## src/rtl/trs_bus_pkg.sv

```systemverilog
// rtl/trs_bus_pkg.sv - shared types and constants for the TRS-80 bus capture front end
package trs_bus_pkg;

    typedef enum logic [1:0] {
        ARMED,
        FALL,
        LOW,
        RISE
    } filt_state_t;

    localparam logic [15:0] DSP_BASE_DEF   = 16'h3C00;
    localparam logic [7:0]  PORT_MOD_DEF   = 8'hEC;
    localparam logic [7:0]  PORT_OPREG_DEF = 8'h84;
    localparam logic [15:0] DSP_SIZE       = 16'd1024;

    localparam int MOD_MODSEL_BIT    = 2;
    localparam int MOD_ENALTSET_BIT  = 3;
    localparam int OPREG_INVVIDE_BIT = 5;
    localparam int OPREG_PAGE_BIT    = 7;

    // Wrapping subtraction so addresses below the base fall outside the window.
    function automatic logic in_dsp_window(input logic [15:0] addr, input logic [15:0] base);
        logic [15:0] offset;
        offset = addr - base;
        return offset < DSP_SIZE;
    endfunction

endpackage

```

## src/rtl/strobe_filter.sv

```systemverilog
// rtl/strobe_filter.sv - synchronizer plus debounce FSM producing a one-cycle accept on a qualified low strobe
module strobe_filter
    import trs_bus_pkg::*;
#(
    parameter int FILTER = 3
) (
    input  logic clk,
    input  logic rst_n,
    input  logic strobe_n,
    output logic accept
);

    localparam logic [3:0] FILT = 4'(FILTER);

    logic [1:0]  sync;
    logic [3:0]  cnt;
    logic [3:0]  cnt_nxt;
    logic        level;
    filt_state_t state;

    assign level   = sync[1];
    assign cnt_nxt = cnt + 4'd1;

    // Starts in LOW so a strobe already asserted at reset release never fires.
    always_ff @(posedge clk or negedge rst_n) begin
        if (!rst_n) begin
            sync   <= 2'b00;
            cnt    <= 4'd0;
            state  <= LOW;
            accept <= 1'b0;
        end else begin
            sync   <= {sync[0], strobe_n};
            accept <= 1'b0;
            case (state)
                ARMED: begin
                    if (!level) begin
                        cnt <= 4'd1;
                        if (FILT == 4'd1) begin
                            accept <= 1'b1;
                            state  <= LOW;
                        end else begin
                            state <= FALL;
                        end
                    end
                end
                FALL: begin
                    if (level) begin
                        state <= ARMED;
                    end else begin
                        cnt <= cnt_nxt;
                        if (cnt_nxt == FILT) begin
                            accept <= 1'b1;
                            state  <= LOW;
                        end
                    end
                end
                LOW: begin
                    if (level) begin
                        cnt   <= 4'd1;
                        state <= (FILT == 4'd1) ? ARMED : RISE;
                    end
                end
                RISE: begin
                    if (!level) begin
                        state <= LOW;
                    end else begin
                        cnt <= cnt_nxt;
                        if (cnt_nxt == FILT) begin
                            state <= ARMED;
                        end
                    end
                end
                default: state <= LOW;
            endcase
        end
    end

endmodule

```

## src/rtl/trs_bus_capture.sv

```systemverilog
// rtl/trs_bus_capture.sv - samples the Z80 bus, latches display writes and decodes video mode ports
module trs_bus_capture
    import trs_bus_pkg::*;
#(
    parameter int          FILTER     = 3,
    parameter logic [15:0] DSP_BASE   = DSP_BASE_DEF,
    parameter logic [7:0]  PORT_MOD   = PORT_MOD_DEF,
    parameter logic [7:0]  PORT_OPREG = PORT_OPREG_DEF
) (
    input  logic        clk,
    input  logic        rst_n,
    input  logic [15:0] bus_a,
    input  logic [7:0]  bus_d,
    input  logic        bus_wr_n,
    input  logic        bus_out_n,
    output logic [15:0] trs_a,
    output logic [7:0]  TRS_D,
    output logic        WR_falling_edge,
    output logic        z80_dsp_sel,
    output logic        mod_modsel,
    output logic        mod_enaltset,
    output logic        opreg_invvide,
    output logic        opreg_page
);

    logic [15:0] a_s1, a_s2;
    logic [7:0]  d_s1, d_s2;
    logic        wr_accept;
    logic        io_accept;

    strobe_filter #(.FILTER(FILTER)) u_wr_filter (
        .clk      (clk),
        .rst_n    (rst_n),
        .strobe_n (bus_wr_n),
        .accept   (wr_accept)
    );

    strobe_filter #(.FILTER(FILTER)) u_out_filter (
        .clk      (clk),
        .rst_n    (rst_n),
        .strobe_n (bus_out_n),
        .accept   (io_accept)
    );

    // Same two-flop depth as the strobes; values are long settled by accept time.
    always_ff @(posedge clk or negedge rst_n) begin
        if (!rst_n) begin
            a_s1 <= 16'd0;
            a_s2 <= 16'd0;
            d_s1 <= 8'd0;
            d_s2 <= 8'd0;
        end else begin
            a_s1 <= bus_a;
            a_s2 <= a_s1;
            d_s1 <= bus_d;
            d_s2 <= d_s1;
        end
    end

    always_ff @(posedge clk or negedge rst_n) begin
        if (!rst_n) begin
            trs_a           <= 16'd0;
            TRS_D           <= 8'd0;
            WR_falling_edge <= 1'b0;
            z80_dsp_sel     <= 1'b0;
            mod_modsel      <= 1'b0;
            mod_enaltset    <= 1'b0;
            opreg_invvide   <= 1'b0;
            opreg_page      <= 1'b0;
        end else begin
            WR_falling_edge <= wr_accept;
            if (wr_accept) begin
                trs_a       <= a_s2;
                TRS_D       <= d_s2;
                z80_dsp_sel <= in_dsp_window(a_s2, DSP_BASE);
            end
            if (io_accept && a_s2[7:0] == PORT_MOD) begin
                mod_modsel   <= d_s2[MOD_MODSEL_BIT];
                mod_enaltset <= d_s2[MOD_ENALTSET_BIT];
            end
            if (io_accept && a_s2[7:0] == PORT_OPREG) begin
                opreg_invvide <= d_s2[OPREG_INVVIDE_BIT];
                opreg_page    <= d_s2[OPREG_PAGE_BIT];
            end
        end
    end

endmodule

```

## config.mk

```make
export PLATFORM = sky130hd
export DESIGN_NAME = trs_bus_capture
export DESIGN_NICKNAME = d
export VERILOG_FILES = /design/src/rtl/trs_bus_pkg.sv /design/src/rtl/strobe_filter.sv /design/src/rtl/trs_bus_capture.sv
export SDC_FILE = /design/constraint.sdc
export NUM_CORES = 1
export LEC_CHECK = 0
export CAP_MARGIN = 10
export CORE_MARGIN = 4
export CORE_UTILIZATION = 30
export CTS_CLUSTER_SIZE = 30
export DETAILED_ROUTE_END_ITERATION = 8
export SYNTH_ARGS = -nofsm -noshare
export SYNTH_HDL_FRONTEND = slang
export SYNTH_SLANG_ARGS = --single-unit
```

## constraint.sdc

```tcl
create_clock -name clk -period 4.7 [get_ports clk]
set_input_delay 0.94 -clock clk [delete_from_list [all_inputs] [get_ports clk]]
set_output_delay 0.94 -clock clk [all_outputs]
set_load 0.03 [all_outputs]
```

Word level (Yosys, flattened, before mapping):

Index checks and enable logic that the tools add are counted.

* register bits: 96
* input bits: 28
* output and inout port bits: 30

* add/subtract/negate cells: 3
* order comparisons: 1
* equal/unequal tests: 22
* mux-type cells: 30
* reduce and logical (&&, ||, !) cells: 8

Operators by type and width (number)
* 4-bit two-way mux: 8
* 4-bit case mux with 4 select lines: 2
* 2-bit two-way mux: 12
* 8-bit equality test (second input constant): 2
* 16-bit by 11-bit less-than comparator with 1-bit output (second input constant): 1
* 2-bit case mux with 4 select lines: 2
* 4-bit AND reduction: 4
* 16-bit by 14-bit subtractor with 16-bit output (second input constant): 1
* 4-bit by 1-bit adder with 4-bit output (second input constant): 2
* 2-bit equality test (second input constant): 4
* 4-bit by 2-bit equality test with 1-bit output (second input constant): 2
* 2-bit by 1-bit != test with 1-bit output (second input constant): 4
* 2-bit != test (second input constant): 4
* 1-bit two-way mux: 6
* 3-bit by 1-bit != test with 1-bit output (second input constant): 2
* 3-bit != test (second input constant): 2
* 2-bit by 1-bit equality test with 1-bit output (second input constant): 2
* 2-bit zero test: 2
* 1-bit logical AND: 2

Depth between registers and ports, before layout:

Gate-level depths: netlist of the first run.

* depth in word-level cells: 5
* mapped depth: 5
* gate-level depth less buffers: 5

Cells and area by module:

A second synthesis of the first run with hierarchy kept.

* cells, all modules: 190
* area, all modules: 3211.8 sq um

By module, submodules not included
* trs_bus_capture: instances 1, cells each 118, area each 2368.5 sq um, seq. area each 1951.9 sq um
* strobe_filter: instances 2, cells each 36, area each 421.7 sq um, seq. area each 226.5 sq um

Worst setup path after synthesis of the first run:

Ideal clock, no wire load.

* path kind: reg2reg
* start: register a_s2[3]
* end: register opreg_invvide
* library setup time: 0.125 ns
* arrival time: 1.445 ns
* slack: 3.130 ns
* stages on the path, launching flop included: 4
* period minus slack after synthesis: 1.570 ns
* path through: dfrtp_1 -> or3_1 -> or4_4 -> mux2_4

* cells in the longest elaborated chain, start to end: 2

RTL lines
* start, declared: line trs_bus_capture.sv:26 `logic [15:0] a_s1, a_s2;`
* start signal, assigned: line trs_bus_capture.sv:54 `a_s2 <= a_s1;`
* 8-bit equality test: line trs_bus_capture.sv:81 `if (io_accept && a_s2[7:0] == PORT_OPREG) begin`
* 1-bit logical AND: line trs_bus_capture.sv:81
* end signal, assigned: line trs_bus_capture.sv:82 `opreg_invvide <= d_s2[OPREG_INVVIDE_BIT];`
* end, declared: line trs_bus_capture.sv:22 `output logic opreg_invvide,`

No other way between the ends.
A chain may end at the register's enable or synchronous reset.

Worst setup path in the final report of the first run:

* start: register trs_a[2]
* end: output trs_a[2]

RTL lines
* start, declared: line trs_bus_capture.sv:16 `output logic [15:0] trs_a,`
* start signal, assigned: line trs_bus_capture.sv:73 `trs_a <= a_s2;`

No word-level cell between the ends.

==> results of run 1 <==
## per-layer routing
layer	vias up	part of all wire	global-route usage
met5	-	0	0
li1	792	-	-
met4	0	0.020	0.0414
met2	39	0.48	0.141
met1	867	0.44	0.110
met3	9	0.058	0.0333
## cell families (layout without fill, tap and decap cells)
kind of cell,after synthesis,count (layout),share of synthesized area
adders and majority gates,4,4,0.0157
and+or+nand+nor,31,31,0.0628
xor gates and xnor gates,5,5,0.0137
muxes,31,31,0.111
DFF,96,96,0.755
buffers and inverters,9,80,0.0110
AOI/OAI and AO/OA,15,15,0.0306
## cell usage in the layout (no fill, tap or decap), types with 2 or more instances in the layout
master,Yosys,final
nand3_1,4,4
buf_4,0,3
dfstp_2,2,2
inv_1,6,6
clkdlybuf4s50_1,0,56
mux2_4,2,2
nor2_1,3,3
nor3b_1,2,2
mux2i_1,2,2
clkbuf_8,0,9
mux2_2,26,26
nand4_1,2,2
a31o_2,2,2
dfrtp_1,94,94
inv_6,0,2
a211oi_1,2,2
clkinvlp_4,0,2
nand2b_1,5,5
xor2_1,4,4
o21ai_0,5,5
nand2_1,6,6
ha_1,4,4
a21oi_1,2,2
## flip-flops by register name (all words and copies together), names as in the netlist, 2 cells and up, named ones only
name	count
u_wr_filter.sync	2
u_out_filter.cnt	4
trs_a	16
d_s2	8
a_s1	16
d_s1	8
a_s2	16
u_wr_filter.cnt	4
TRS_D	8
u_out_filter.sync	2
## area by class of cell
cell class                 instances  area [um2]
fill                             948        6210
sequential                        96        2400
multi-input combinational         86         746
timing repair buffer              59         583
tap                              136         170
clock buffer                       9         124
clock inverter                     6        67.6
inverter                           6        22.5
## power by group
part           total (mW)  switching (mW)  internal (mW)
combinational       0.676           0.350          0.327
sequential           1.12           0.123          0.994
clock               0.524           0.278          0.246
## final timing paths
kind,slack [ns],cells past startpoint,endpoint,startpoint
min in group asynchronous,0.64,1,d_s2[4],rst_n
min,0.34,0,a_s2[3],a_s1[3]
max,2.35,1,trs_a[2],trs_a[2]
min reg2reg,0.34,0,a_s2[3],a_s1[3]
max in group asynchronous,3.09,2,asynchronous set/reset pin,rst_n
max reg2reg,3.05,3,opreg_page,a_s2[3]
## through the flow
stage | instance area [um2] | std cells | power, mW
after floorplan | 3190 | 191 | 1.52
after global placement | 3930 | 383 | 1.80
after detailed placement | 3930 | 383 | 1.82
after CTS | 4120 | 398 | 2.36
after global routing | 4120 | 398 | 2.45
final | 4120 | 398 | 2.32
==> run_results.csv, run 1 <==
group,metric,value,unit
synth,syn_nets,223,
finish,drive_gt1_frac,0.198,
finish,antenna_cells,0,
global_route,grt_pass1_vias,1818,
synth,yosysUniqueCellTypes,35,
floorplanning,dieHeight,111,um
floorplanning,num_rows,37,
power,power_density,563,nW/um2
sta,slew_violations,0,
clock_tree,cts.clk_slew.worst_paths,0.09,ns
synth,synth.avg_cell_area,16.7,um2
detailed_routing,via_per_inst,4.29,
detailed_routing,wirelength,5220,um
floorplanning,die_w,111,um
worst_setup_path,path_cells,"clkdlybuf4s50_1",
synth,syn_inst,191,
floorplanning,die_area,12300,um2
worst_setup_path,worst_setup_path_start_kind,"register",
synth,synth_area,3190,um2
placement,io_buffers,57,
worst_setup_path,crit_type,"reg2out",
clock_tree,ctsHoldBuffers,0,
placement,dp_worst_setup_slack,2.63,ns
detailed_routing,num_vias,1707,
global_route,antenna_found_initial,0,
clock_tree,clockRootBuffer,"clkbuf_8",
detailed_routing,drc,0,
global_route,grt-ovfl-total,0,
synth,synth_seq_area_share,0.755,
synth,synth.most_common_cell,"dfrtp_1",
global_route,grt_first_pass_wirelength,8730,um
floorplanning,core_area,10300,um2
synth,yosysWarnings,0,
floorplanning,initial_core_util,0.309,
synth,ys_async_sr_fraction,1.00,
placement,hpwlAfterDp,3610,um
sta,max_freq,0.425,GHz
sta,rsz0062_at_grt,"false",
worst_setup_path,cp_slowest_cell,"clkdlybuf4s50_1",
detailed_routing,firstDrtPassIters,3,
power,leakage,1.83,nW
power,ir_drop,0.206,mV
sta,hold_slack,0.339,ns
clock_tree,clockBufferDepth,2,
min_path,hp-class,"reg2reg",
clock_tree,h-tree-depth,3,
sta,tightest_slew,0.755,ns
synth,ys_top_cells_by_count,"94 x dfrtp_1, 26 x mux2_2, 6 x inv_1, 6 x nand2_1",
sta,finalCriticalPeriod,2.35,ns
sta,slew-limit-headroom,0.497,
clock_tree,clk_latency,0.35,ns
global_route,grt_max_degree,64,
floorplanning,ios,58,
finish,finish.utilization,0.399,
clock_tree,cts_resized,0,
worst_setup_path,cp-end-kind,"primary output",
placement,gp_congestion,0.766,
sta,setup_viol,0,
clock_tree,cts_buffers,9,
global_route,grt_usage,0.0897,
sta,tns,0,ns
detailed_routing,post_drt_wl_per_cell,13.1,um
synth,synth_top_flop_cell,"dfrtp_1",
clock_tree,tritoncts,"yes",
worst_setup_path,cp_top_family,"buffers and inverters",
worst_setup_path,worstPathRequired,3.76,ns
synth,synth_largest_area_cell,"dfrtp_1",
run_status,status,"completed",
synth,ys_seq_elements,96,
finish,area_delta_synth_final,29.3,%
finish,finalNetCount,290,
sta,skew,0.0155,ns
clock_tree,cts.sinks,96,
worst_setup_path,crit_fanout,2,
sta,finalCritPeriodShare,0.500,
detailed_routing,ant_nets,0,
worst_setup_path,slowest_delay,0.68,ns
synth,synth_edf_count,0,
synth,ys_top_cells_by_area,"dfrtp_1 74%, mux2_2 9.2%, dfstp_2 1.6%, ha_1 1.6%, xor2_1 1.1%",
synth,synth_top_area_share,0.738,
clock_tree,post_cts_buffers,0,
sta,fin_ws,2.35,ns
sta,hold_violations,0,
worst_setup_path,crit_buf_inv,1,
detailed_routing,drt_iter0_markers,67,
flow_run,max_cap_viol_count,0,
worst_setup_path,arrival,1.41,ns
No activity file was read; power rests on OpenSTA's default activity.
==> inputs of run 2 (changes only) <==
==> constraint.sdc (replaced) <==
create_clock -name clk -period 2.45 [get_ports clk]
set_input_delay 0.49 -clock clk [delete_from_list [all_inputs] [get_ports clk]]
set_output_delay 0.49 -clock clk [all_outputs]
set_load 0.03 [all_outputs]
==> run_results.csv, run 2 (synthesis gave the netlist of run 1 again) <==
group,metric,value,unit
global_route,grt_max_degree,59,
floorplanning,die_w,111,um
finish,final_cell_mix,"94 x dfrtp_1, 56 x clkdlybuf4s50_1, 26 x mux2_2",
power,power_density,1080,nW/um2
global_route,grt_first_pass_wirelength,8650,um
sta,slew-limit-headroom,0.520,
clock_tree,cts_resized,0,
worst_setup_path,timing.rr.start,"u_out_filter.cnt[0]",
power,total_power,4.47,mW
detailed_routing,wirelength,5290,um
detailed_routing,via_per_inst,4.26,
clock_tree,clockBufferDepth,2,
sta,finalCriticalPeriod,1.90,ns
sta,tightest_slew,0.721,ns
run_status,status,"completed",
detailed_routing,post_drt_wl_per_cell,13.2,um
detailed_routing,firstDrtPassIters,4,
clock_tree,cts.clk_slew.worst_paths,0.09,ns
placement,gp_congestion,0.705,
power,ir_drop,0.379,mV
worst_setup_path,r2r-end,"u_out_filter.accept",
clock_tree,tritoncts,"yes",
sta,finalCritPeriodShare,0.776,
flow_run,max_cap_viol_count,0,
worst_setup_path,ff2ff_path_depth,4,
sta,tns,0,ns
global_route,antenna_found_initial,0,
worst_setup_path,worst_setup_path_start_kind,"register",
sta,fin_ws,0.548,ns
placement,hpwlAfterDp,3670,um
worst_setup_path,path_cells,"clkdlybuf4s50_1",
finish,fin_cells,400,
global_route,grt-ovfl-total,0,
placement,dp_worst_setup_slack,0.784,ns
sta,rsz0062_at_grt,"false",
placement,dpl_cell_area,3960,um2
finish,nFillCells,967,
floorplanning,ios,58,
worst_setup_path,r2r_setup_slack,0.79,ns
worst_setup_path,cp-end-kind,"primary output",
worst_setup_path,slowest_delay,0.68,ns
sta,max_freq,0.526,GHz
finish,finalNetCount,291,
detailed_routing,ant_nets,0,
clock_tree,h-tree-depth,3,
worst_setup_path,crit_fanout,2,
finish,design_area,4150,um2
finish,finish.utilization,0.402,
floorplanning,die_area,12300,um2
clock_tree,ctsHoldBuffers,0,
finish,antenna_cells,0,
finish,drive_gt1_frac,0.201,
min_path,hp-class,"in2async",
clock_tree,clk_latency,0.36,ns
clock_tree,cts.sinks,96,
sta,setup_viol,0,
finish,register_area,2400,um2
global_route,grt_pass1_vias,1741,
worst_setup_path,worstPathRequired,1.96,ns
sta,slew_violations,0,
sta,skew,0.0114,ns
worst_setup_path,arrival,1.41,ns
detailed_routing,num_vias,1704,
finish,area_delta_synth_final,30.4,%
sta,hold_slack,0.179,ns
finish,multiInputGateArea,746,um2
clock_tree,clockRootBuffer,"clkbuf_8",
power,leakage,1.84,nW
sta,hold_violations,0,
finish,final_common_cell,"dfrtp_1",
clock_tree,post_cts_buffers,0,
worst_setup_path,cp_slowest_cell,"clkdlybuf4s50_1",
clock_tree,cts_buffers,9,
floorplanning,dieHeight,111,um
worst_setup_path,worstSetupPathDepth,1,
placement,post-place-cells,384,
placement,io_buffers,57,
floorplanning,initial_core_util,0.309,
detailed_routing,drc,0,
finish,reg_top3,"a_s1 x16, a_s2 x16, trs_a x16",
worst_setup_path,cp_top_family,"buffers and inverters",
worst_setup_path,crit_buf_inv,1,
global_route,grt_usage,0.0900,
detailed_routing,drt_iter0_markers,130,
worst_setup_path,crit_type,"reg2out",
floorplanning,core_area,10300,um2
floorplanning,num_rows,37,
[run 2: cell count changes in the layout (fill, tap and decap cells not counted)]
cell and delta:
clkbuf_1 +1, buf_12 +2, buf_4 -1
[run 2: worst max path at each step]
stage               slack, ns                 from                  end
floorplan                0.88              a_s2[3]        opreg_invvide
global placement         0.86              a_s2[3]           opreg_page
detailed placement       0.78  u_out_filter.cnt[0]  u_out_filter.accept
CTS                      0.51             trs_a[7]             trs_a[7]
global route             0.48           mod_modsel           mod_modsel
finish                   0.55           opreg_page           opreg_page
[run 2: area by class of cell]
type / instances / area share
clock buffer: 10 / 0.0307
clock inverter: 6 / 0.0163
inverter: 6 / 0.00542
multi-input combinational: 86 / 0.180
sequential: 96 / 0.579
tap: 136 / 0.0410
timing repair buffer: 60 / 0.148
[run 2: metal layers]
metal,track usage,share of wire
met1,0.112,0.46
met2,0.140,0.47
met3,0.0284,0.052
met4,0.0487,0.023
met5,0,0
[run 2: power breakdown]
part / internal [mW] / switching, mW / total, mW
Clock: 0.477 / 0.536 / 1.01
Combinational: 0.634 / 0.686 / 1.32
Sequential: 1.91 / 0.228 / 2.13
